$ cat src/rtl/axi_w_order_m3_pkg.sv
// Shared definitions for the per-slave AXI write-order scheduler.
//   AXI_NUM_MASTER : number of masters sharing the slave port
//   AXI_LEN_W      : AWLEN width
//   GRANT_M0..M2   : one-hot grant codes
//   order_entry_t  : one recorded AW acceptance {grant, len}
//   is_onehot()    : true when exactly one grant bit is set
package axi_w_order_m3_pkg;

    localparam int AXI_NUM_MASTER = 3;
    localparam int AXI_LEN_W      = 8;

    localparam logic [AXI_NUM_MASTER-1:0] GRANT_M0 = 3'b001;
    localparam logic [AXI_NUM_MASTER-1:0] GRANT_M1 = 3'b010;
    localparam logic [AXI_NUM_MASTER-1:0] GRANT_M2 = 3'b100;

    typedef struct packed {
        logic [AXI_NUM_MASTER-1:0] grant;
        logic [AXI_LEN_W-1:0]      len;
    } order_entry_t;

    function automatic logic is_onehot(input logic [AXI_NUM_MASTER-1:0] g);
        return (g != '0) && ((g & (g - 1'b1)) == '0);
    endfunction

endpackage

$ cat src/rtl/axi_order_fifo.sv
// Small synchronous FIFO holding the order of accepted AW transactions.
//   clk, rst_n : clock, asynchronous active-low reset (control only)
//   push, din  : write one entry (caller never pushes while full)
//   pop, dout  : head entry is always visible on dout; pop discards it
//                (caller never pops while empty)
//   full, empty, count : occupancy status, count spans 0..DEPTH
module axi_order_fifo #(
    parameter int WIDTH = 11,
    parameter int DEPTH = 4,
    parameter int PTR_W = 2
) (
    input  logic             clk,
    input  logic             rst_n,
    input  logic             push,
    input  logic [WIDTH-1:0] din,
    input  logic             pop,
    output logic [WIDTH-1:0] dout,
    output logic             full,
    output logic             empty,
    output logic [PTR_W:0]   count
);

    logic [WIDTH-1:0] mem [DEPTH];
    logic [PTR_W-1:0] wr_ptr;
    logic [PTR_W-1:0] rd_ptr;

    // Pointers wrap naturally because DEPTH is a power of two.
    always_ff @(posedge clk or negedge rst_n) begin
        if (!rst_n) begin
            wr_ptr <= '0;
            rd_ptr <= '0;
            count  <= '0;
        end else begin
            if (push) wr_ptr <= wr_ptr + 1'b1;
            if (pop)  rd_ptr <= rd_ptr + 1'b1;
            case ({push, pop})
                2'b10:   count <= count + 1'b1;
                2'b01:   count <= count - 1'b1;
                default: count <= count;
            endcase
        end
    end

    // Storage needs no reset: entries are only observed while count > 0.
    always_ff @(posedge clk) begin
        if (push) mem[wr_ptr] <= din;
    end

    assign dout  = mem[rd_ptr];
    assign full  = (count == (PTR_W+1)'(DEPTH));
    assign empty = (count == '0);

endmodule

$ cat src/rtl/axi_w_order_m3.sv
// Per-slave write-order scheduler for the 3-master slave-side mux.
// Records {granted master, AWLEN} of every accepted AW and steers W data
// to the slave strictly in AW acceptance order.
//   AXI_CLK, AXI_RSTn : clock, asynchronous active-low reset
//   channel_en        : low freezes all state and suppresses handshakes
//   AWGRANT           : one-hot AW grant from the slave arbiter
//   S_AWVALID/S_AWLEN : muxed AW request; SLV_AWREADY raw slave ready
//   S_AWREADY         : AWREADY gated by order-FIFO full and channel_en
//   S_WVALID/S_WREADY/S_WLAST : W channel handshake observed
//   w_order_grant     : one-hot master allowed on W, 0 when none pending
//   order_cnt         : order FIFO occupancy
//   wlast_err         : one-cycle pulse after a W/AW protocol error
module axi_w_order_m3
    import axi_w_order_m3_pkg::*;
#(
    parameter int NUM_MASTER = AXI_NUM_MASTER,
    parameter int DEPTH      = 4,
    parameter int W_PTR      = 2
) (
    input  logic                  AXI_CLK,
    input  logic                  AXI_RSTn,
    input  logic                  channel_en,
    input  logic [NUM_MASTER-1:0] AWGRANT,
    input  logic                  S_AWVALID,
    input  logic [7:0]            S_AWLEN,
    input  logic                  SLV_AWREADY,
    output logic                  S_AWREADY,
    input  logic                  S_WVALID,
    input  logic                  S_WREADY,
    input  logic                  S_WLAST,
    output logic [NUM_MASTER-1:0] w_order_grant,
    output logic [W_PTR:0]        order_cnt,
    output logic                  wlast_err
);

    order_entry_t push_entry;
    order_entry_t head;
    logic         full;
    logic         empty;
    logic         aw_hs;
    logic         w_hs;
    logic         push;
    logic         pop;
    logic         last_beat;
    logic         err_next;
    logic [7:0]   beat_cnt;

    assign S_AWREADY = SLV_AWREADY & ~full & channel_en;
    assign aw_hs     = S_AWVALID & S_AWREADY;
    assign w_hs      = S_WVALID & S_WREADY & channel_en;

    // A malformed grant would make the W steering ambiguous, so it is
    // dropped rather than recorded.
    assign push = aw_hs & is_onehot(AWGRANT);

    assign last_beat = (beat_cnt == head.len);
    // Either an explicit WLAST or reaching AWLEN closes the burst, so a
    // missing WLAST cannot wedge the order queue.
    assign pop = w_hs & ~empty & (S_WLAST | last_beat);

    assign err_next = (aw_hs & ~is_onehot(AWGRANT))
                    | (w_hs & empty)
                    | (pop & (S_WLAST != last_beat));

    always_comb begin
        push_entry       = '0;
        push_entry.grant = AWGRANT;
        push_entry.len   = S_AWLEN;
    end

    axi_order_fifo #(
        .WIDTH ($bits(order_entry_t)),
        .DEPTH (DEPTH),
        .PTR_W (W_PTR)
    ) u_order_fifo (
        .clk   (AXI_CLK),
        .rst_n (AXI_RSTn),
        .push  (push),
        .din   (push_entry),
        .pop   (pop),
        .dout  (head),
        .full  (full),
        .empty (empty),
        .count (order_cnt)
    );

    // 8-bit counter against AWLEN: AWLEN 255 gives 256 beats.
    always_ff @(posedge AXI_CLK or negedge AXI_RSTn) begin
        if (!AXI_RSTn) begin
            beat_cnt  <= '0;
            wlast_err <= 1'b0;
        end else begin
            wlast_err <= err_next;
            if (pop)
                beat_cnt <= '0;
            else if (w_hs && !empty)
                beat_cnt <= beat_cnt + 8'd1;
        end
    end

    assign w_order_grant = empty ? '0 : head.grant;

endmodule

$ cat config.mk
export PLATFORM = sky130hd
export DESIGN_NAME = axi_w_order_m3
export DESIGN_NICKNAME = d
export VERILOG_FILES = /design/src/rtl/axi_w_order_m3_pkg.sv /design/src/rtl/axi_order_fifo.sv /design/src/rtl/axi_w_order_m3.sv
export SDC_FILE = /design/constraint.sdc
export NUM_CORES = 1
export LEC_CHECK = 0
export ABC_AREA = 1
export ABC_CLOCK_PERIOD_IN_PS = 4200
export BUFFER_PORTS_ARGS = -buffer_cell sky130_fd_sc_hd__buf_4
export CORE_MARGIN = 2
export CORE_UTILIZATION = 63
export CTS_CLUSTER_SIZE = 8
export DETAILED_ROUTE_END_ITERATION = 10
export PLACE_DENSITY = 0.9
export SETUP_SLACK_MARGIN = 0.4
export SLEW_MARGIN = 20
export SYNTH_ARGS = -nofsm -noshare
export SYNTH_HDL_FRONTEND = slang
export SYNTH_SLANG_ARGS = --single-unit
$ cat constraint.sdc
create_clock -name AXI_CLK -period 4.2 [get_ports AXI_CLK]
set_clock_uncertainty 0.1 [all_clocks]
set_input_delay 0.63 -clock AXI_CLK [delete_from_list [all_inputs] [get_ports AXI_CLK]]
set_output_delay 0.63 -clock AXI_CLK [all_outputs]
set_load 0.01 [all_outputs]
==> metrics.md, run 1 <==
| Metric | Value |
|---|---|
| Outcome | complete, no violations |
| # hold bufs at CTS | 0 |
| GRT Overall Usage | 23.4% |
| Fmax | 293 MHz |
| CTS tree | done |
| CTS H-tree depth | 3 |
| Startpoint Class | flop |
| Leak Pwr | roughly 0.0014 uW |
| Antenna Cells | 0 |
| Max transition margin | 24.2% |
| Cell Pwr Density | 582 nW/um^2 |
| Row cnt | 24 |
| Placed cell area | 3080 sq um |
| CP Data Required Time | 4.32 ns |
| Crit share post-route | 81.2% |
| Iteration count of the initial detailed-routing pass | 4 |
| Post-DP HPWL | 3.88 mm |
| Syn avg cell area | around 10 sq um |
| Number of global-route vias before repair | 1,965 |
| Mapped Cells | between 200 and 300 |
| Vias | 1,990 |
| Final nets | 338 |
| Detail-routed net length per standard cell | 14.6 um |
| Post-CTS Setup Bufs | 0 |
| Ports | 27 |
| GP Congestion | between 0.9 and 1 |
| Final instance area | 3270 sq um |
| Post-DR vias/cell | 5.41 |
| Post-CTS Resized | 0 |
| Setup TNS | 0 ns |
| Antenna violations before repair | 0 |
| CP endpoint kind | flop |
| Clock sink count | 60 |
| First-pass GRT wire length | between 8 and 9 mm |
| CTS Buffer Depth | 2 |
| Peak supply drop | approximately 0.34 mV |
| RSZ-0062 raised after global routing | no |
| HP Class | in2async |
| Largest net degree at the start of global routing | 23 |
| Clk_lat worst skew | 0.34 ns |
| Post-Syn Nets | between 300 and 400 |
| I/O Buffers | 26 |
| Total Die Area | between 5000 and 6000 sq um |
| Worst slew pin tran | 1.13 ns |
| Final setup violation count | 0 |
| WS Path Type | reg2reg |
| Final Critical Period | 3.41 ns |
| Register clock-pin slew on the reported worst setup and hold paths | 0.07 ns |
| Final Hold Viols | 0 |
| Drc violations | 0 |
| Core area | 4350 sq um |
| Critical Path Fanout Max | 12 |
| Worst EP arrival | 3.53 ns |
| Slew Limit Fails | 0 |
| Total grt overflow | 0 |
| Post-Syn Area | approximately 2900 sq um |
| Synthesis-to-finish area growth | 14.3% |
| Root Driver | clkbuf_8 |
| Layout cells sized above 1 | 22.2% |
| Initial DRC count | 144 |
| Initial Util | approximately two thirds |
| Die width | about 70 um |
| Fillers | 274 |
| Seq/Total Area, Yosys | ~60% |
| Flops & latches, synth | 60 |
| Max cap viols | 0 |
| Clock buffer count from CTS | 9 |
| Netlist cell types | 25 |
| Yosys Warn Count | 0 |
| ANT nets after route | 0 |
| Die Height | a little over 70 um |
| Drt total wl | 5.39 mm |
cells in the final DEF (no fill, tap or decap), types with 2 or more instances in the layout:
cell / count
clkbuf_8: 9
inv_2: 2
dfrtp_1: 16
ha_1: 7
inv_1: 27
nand2_2: 11
nand3_2: 11
buf_4: 29
edfxtp_1: 44
clkinv_2: 2
o21ai_0: 11
nand3_1: 21
a21oi_1: 9
nor2_1: 28
nor2_4: 2
nor3_1: 5
nand2_1: 65
xor2_1: 5
clkinv_1: 2
cells by family after synthesis:
| kind of cell | share of synthesized area, % |
|---|---|
| buffers and inverters | 6.04 |
| AND/OR/NAND/NOR | 24.2 |
| adder cells (fa/ha/maj) | 3.76 |
| AO/OA/AOI/OAI | 3.89 |
| flip-flops | 60.2 |
| XOR/XNOR | 1.84 |
sequential cells by signal (all words and copies together), names as in the netlist:
| name | flops |
|---|---|
| u_order_fifo.wr_ptr | 2 |
| beat_cnt | 8 |
| u_order_fifo.mem | 44 |
| u_order_fifo.rd_ptr | 2 |
| wlast_err | 1 |
| u_order_fifo.count | 3 |
critical path, stage by stage, from the launching register on:
cell	delay (ns)
dfrtp_1	0.66
inv_1	0.37
nand3_1	0.21
nand2_1	0.07
nand2_1	0.05
nand2_1	0.05
inv_1	0.04
nand2_1	0.04
nor2_1	0.10
nand2_1	0.06
ha_1	0.24
nor2_4	0.23
ha_1	0.19
inv_1	0.07
fa_1	0.38
a21oi_1	0.16
o21ai_0	0.11
xor2_1	0.15
worst paths after layout:
check / from / end / slack, ns / depth (start not counted)
max: u_order_fifo.rd_ptr[1] / u_order_fifo.count[2] / 0.79 / 17
min: AXI_RSTn / beat_cnt[3] / 0.03 / 1
max reg2reg: u_order_fifo.rd_ptr[1] / u_order_fifo.count[2] / 0.79 / 17
min reg2reg: u_order_fifo.count[1] / u_order_fifo.count[1] / 0.41 / 2
max in group asynchronous: AXI_RSTn / beat_cnt[0] / 3.78 / 1
min in group AXI_CLK: S_AWLEN[6] / u_order_fifo.mem[3][6] / 0.39 / 1
per-layer routing:
layer,vias up,global-route usage (%),wire length (um)
met5,-,0,0
met4,0,14.7,209
met3,19,5.49,221
met2,52,36.3,2560
met1,934,30.0,2400
li1,985,-,-
synthesized netlist by cell type, drive strengths merged:
master,count,share of area (%)
nand2,76,11
o21ai,12,2.1
nand3,32,7.5
or2,1,0.22
dfrtp,16,14
xnor2,1,0.31
fa,1,0.70
buf,7,2.0
a21oi,9,1.6
edfxtp,44,46
inv,30,4.0
ha,7,3.1
xor2,5,1.5
nor2,31,4.7
nor3,5,0.88
a31oi,1,0.22
through the flow:
stage          hold WS (ns)  worst slack, ns  power, uW  cells  util, %
2_1_floorplan         0.234             1.50       1270    278        -
6_report             0.0338            0.791       1900    368     75.0
3_5_place_dp          0.400            0.814       1430    352     70.8
4_1_cts              0.0328            0.794       1910    368     75.0
3_3_place_gp          0.398            0.974       1400    352     70.8
5_1_grt              0.0423            0.491       2030    368     75.0
report_power, final:
part           switching [uW]  internal, uW  total [uW]
combinational             377           244         621
sequential               93.2           702         796
clock                     216           267         484
total                     686          1210        1900
layout make-up:
cell class                      instances  area (sq um)  area share, %
Multi-Input combinational cell        181           965           29.5
Inverter                               30           115           3.52
Clock inverter                          6          55.1           1.69
Timing Repair Buffer                   29           218           6.66
Sequential cell                        60          1720           52.7
Tap cell                               52          65.1           1.99
Clock buffer                           10           128           3.91
(Power assumes the default switching activity.)
==> run 2, diff against run 1 <==
- ABC_CLOCK_PERIOD_IN_PS: 4200 -> 3260
- CORE_UTILIZATION: 63 -> 58
- PLACE_DENSITY: 0.9 -> 0.84
- clock period: 4.2 -> 3.26 ns (I/O delays scaled with it)
==> run 2 against run 1 <==
Against the previous run: worst setup slack got worse by 0.44 ns; final cell count up 8.2%; hold slack better by 0.21 ns; via count increased by 4.8%; non-clock buffer count up 13; routed wire length increased by 18%; design area increased by 7.0%; critical path depth unchanged; global-route usage decreased by 0.52 points; first-iteration DRC count is 19% higher; sequential share of layout area down 3.4 points; critical path type unchanged; largest power group is now combinational logic.
==> metrics.md, run 2 (synthesized netlist as in run 1, its figures left out) <==
| Metric | Value |
|---|---|
| Slew Limit Fails | 0 (unchanged) |
| Critical Path Fanout Max | 11 (-1) |
| Clock buffer count from CTS | 9 (unchanged) |
| Drc violations | 0 (unchanged) |
| Detail-routed net length per standard cell | 15.9 um (+8.8%) |
| Biggest register | u_order_fifo.mem |
| Vias | 2,086 (+4.8%) |
| Layout cells sized above 1 | 29.0% (+6.9 points) |
| Largest net degree at the start of global routing | 25 (+8.7%) |
| Final Hold Viols | 0 (unchanged) |
| Antenna violations before repair | 0 (unchanged) |
| Most common cell after layout, fill and taps aside | nand2_1 |
| Largest registers | u_order_fifo.mem (44), beat_cnt (8), u_order_fifo.count (3) |
| GP Congestion | 0.891 (-8.4%) |
| Iteration count of the initial detailed-routing pass | 4 (unchanged) |
| Core area | 4720 sq um (+8.5%) |
| Cell Pwr Density | 754 nW/um^2 (+30%) |
| DP Worst Slack | 0.373 ns (-0.441 ns) |
| Row cnt | 25 (+4.2%) |
| Antenna Cells | 0 (unchanged) |
| RSZ-0062 raised after global routing | yes |
| CP endpoint kind | flop |
| Max transition margin | 79.0% (+55 points) |
| Hold slack | 0.247 ns (+0.214 ns) |
| HP Class | in2reg |
| Outcome | complete, no violations |
| Crit share post-route | 89.4% (+8.2 points) |
| Worst slew pin tran | 0.313 ns (-0.820 ns) |
| Tot Pwr | 2640 uW (+39%) |
| CP Data Required Time | 3.38 ns (-0.94 ns) |
| CTS tree | done |
| Final setup violation count | 0 (unchanged) |
| CTS H-tree depth | 3 (unchanged) |
| Crit path from | u_order_fifo.rd_ptr[0] |
| Total grt overflow | 0 (unchanged) |
| Post-DP HPWL | 3.71 mm (-4.4%) |
| Final Critical Period | 2.91 ns (-0.496 ns) |
| Worst EP arrival | 3.04 ns (-0.49 ns) |
| Synthesis-to-finish area growth | 22.3% |
| Worst reg2reg path startpoint | u_order_fifo.rd_ptr[0] |
| I/O Buffers | 26 (unchanged) |
| Number of global-route vias before repair | 1,979 (+0.71%) |
| Largest register FFs | 44 (unchanged) |
| Drt total wl | 6.34 mm (+18%) |
| Clk_lat worst skew | 0.34 ns (about the same) |
| Peak supply drop | 0.438 mV (+27%) |
| Post-DR vias/cell | 5.24 (-3.1%) |
| Initial Util | 60.5% (-5.1 points) |
| WS Path Type | reg2reg |
| Fillers | 303 (+11%) |
| Initial DRC count | 171 (+19%) |
| Register clock-pin slew on the reported worst setup and hold paths | 0.07 ns (about the same) |
| Leak Pwr | 0.00148 uW (+6.6%) |
| CTS Buffer Depth | 2 (unchanged) |
| Ports | 27 (unchanged) |
| Die width | 74.2 um (+4.0%) |
| Setup ws final | 0.347 ns (-0.444 ns) |
| ANT nets after route | 0 (unchanged) |
| Total Die Area | 5510 sq um (+8.1%) |
| Min-delay src | S_AWLEN[7] |
| Root Driver | clkbuf_8 |
| Max cap viols | 0 (unchanged) |
| GRT Overall Usage | 22.9% (-0.52 points) |
| Startpoint Class | flop |
| Setup TNS | 0 ns (unchanged) |
| Die Height | 74.2 um (+4.0%) |
| Most frequent cells in the layout | 61 x nand2_1, 44 x edfxtp_1, 37 x buf_4, 28 x nor2_1, 25 x inv_1 |
| First-pass GRT wire length | 9.02 mm (+1.4%) |
| Final nets | 353 (+4.4%) |
| Fmax | 343 MHz (+17%) |
| Clock sink count | 60 (unchanged) |
run 2: worst max-delay path, cell delays in order (launching register included):
cell	delay, ns
dfrtp_4	0.58
buf_6	0.17
clkinv_8	0.07
nand2_1	0.05
nand3_1	0.11
nand2_1	0.07
nand2_1	0.07
nand3_1	0.09
nor2_1	0.11
nand2_1	0.11
ha_4	0.19
nor2_4	0.11
ha_4	0.14
inv_2	0.06
fa_2	0.42
a21oi_2	0.13
o21ai_1	0.08
xor2_1	0.14
run 2: cell type report:
type / instances / area [sq um] / area share [%]
Clock buffer: 9 / 124 / 3.54
Sequential cell: 60 / 1730 / 49.3
Inverter: 30 / 125 / 3.58
Timing Repair Buffer: 42 / 369 / 10.6
Tap cell: 67 / 83.8 / 2.40
Multi-Input combinational cell: 181 / 1010 / 28.9
Clock inverter: 7 / 33.8 / 0.966
Timing Repair inverter: 2 / 25.0 / 0.716
run 2: power breakdown:
part | switching, uW | internal [uW] | total (uW) | leakage (uW)
clock network | 281 | 263 | 543 | 0.0000813
logic | 617 | 454 | 1070 | 0.000799
registers | 113 | 910 | 1020 | 0.000597
run 2: timing repair:
action	4_1_cts	5_1_grt
buffers inserted	0	3
pin swaps	0	10
cloned	0	4
hold buffers	1	0
endpoints found under the setup margin	1	2
hold endpoints to repair	16	0
gates resized for setup	2	23
run 2: layer usage:
| metal | track usage [%] | vias to the layer above | part of all wire [%] |
|---|---|---|---|
| met1 | 28.8 | 992 | 42 |
| met3 | 6.64 | 13 | 5.4 |
| met5 | 0 | - | 0 |
| met4 | 12.7 | 0 | 2.2 |
| met2 | 36.0 | 70 | 51 |
| li1 | - | 1011 | - |
run 2: worst paths after layout:
kind,to,depth (start not counted),slack (ns)
worst min-delay path,u_order_fifo.mem[1][7],1,0.25
min in group asynchronous,u_order_fifo.wr_ptr[0],2,0.45
worst min register to register,u_order_fifo.count[0],1,0.42
max in group asynchronous,u_order_fifo.rd_ptr[0],2,2.40
worst max-delay path,u_order_fifo.count[2],17,0.35
worst max register to register,u_order_fifo.count[2],17,0.35
run 2: through the flow:
step	cell area, sq um	utilization [%]	std cells
after floorplan	2860	-	278
after global placement	3160	66.8	374
after detailed placement	3160	66.8	374
after CTS	3330	70.4	391
after global routing	3500	74.0	398
final	3500	74.0	398
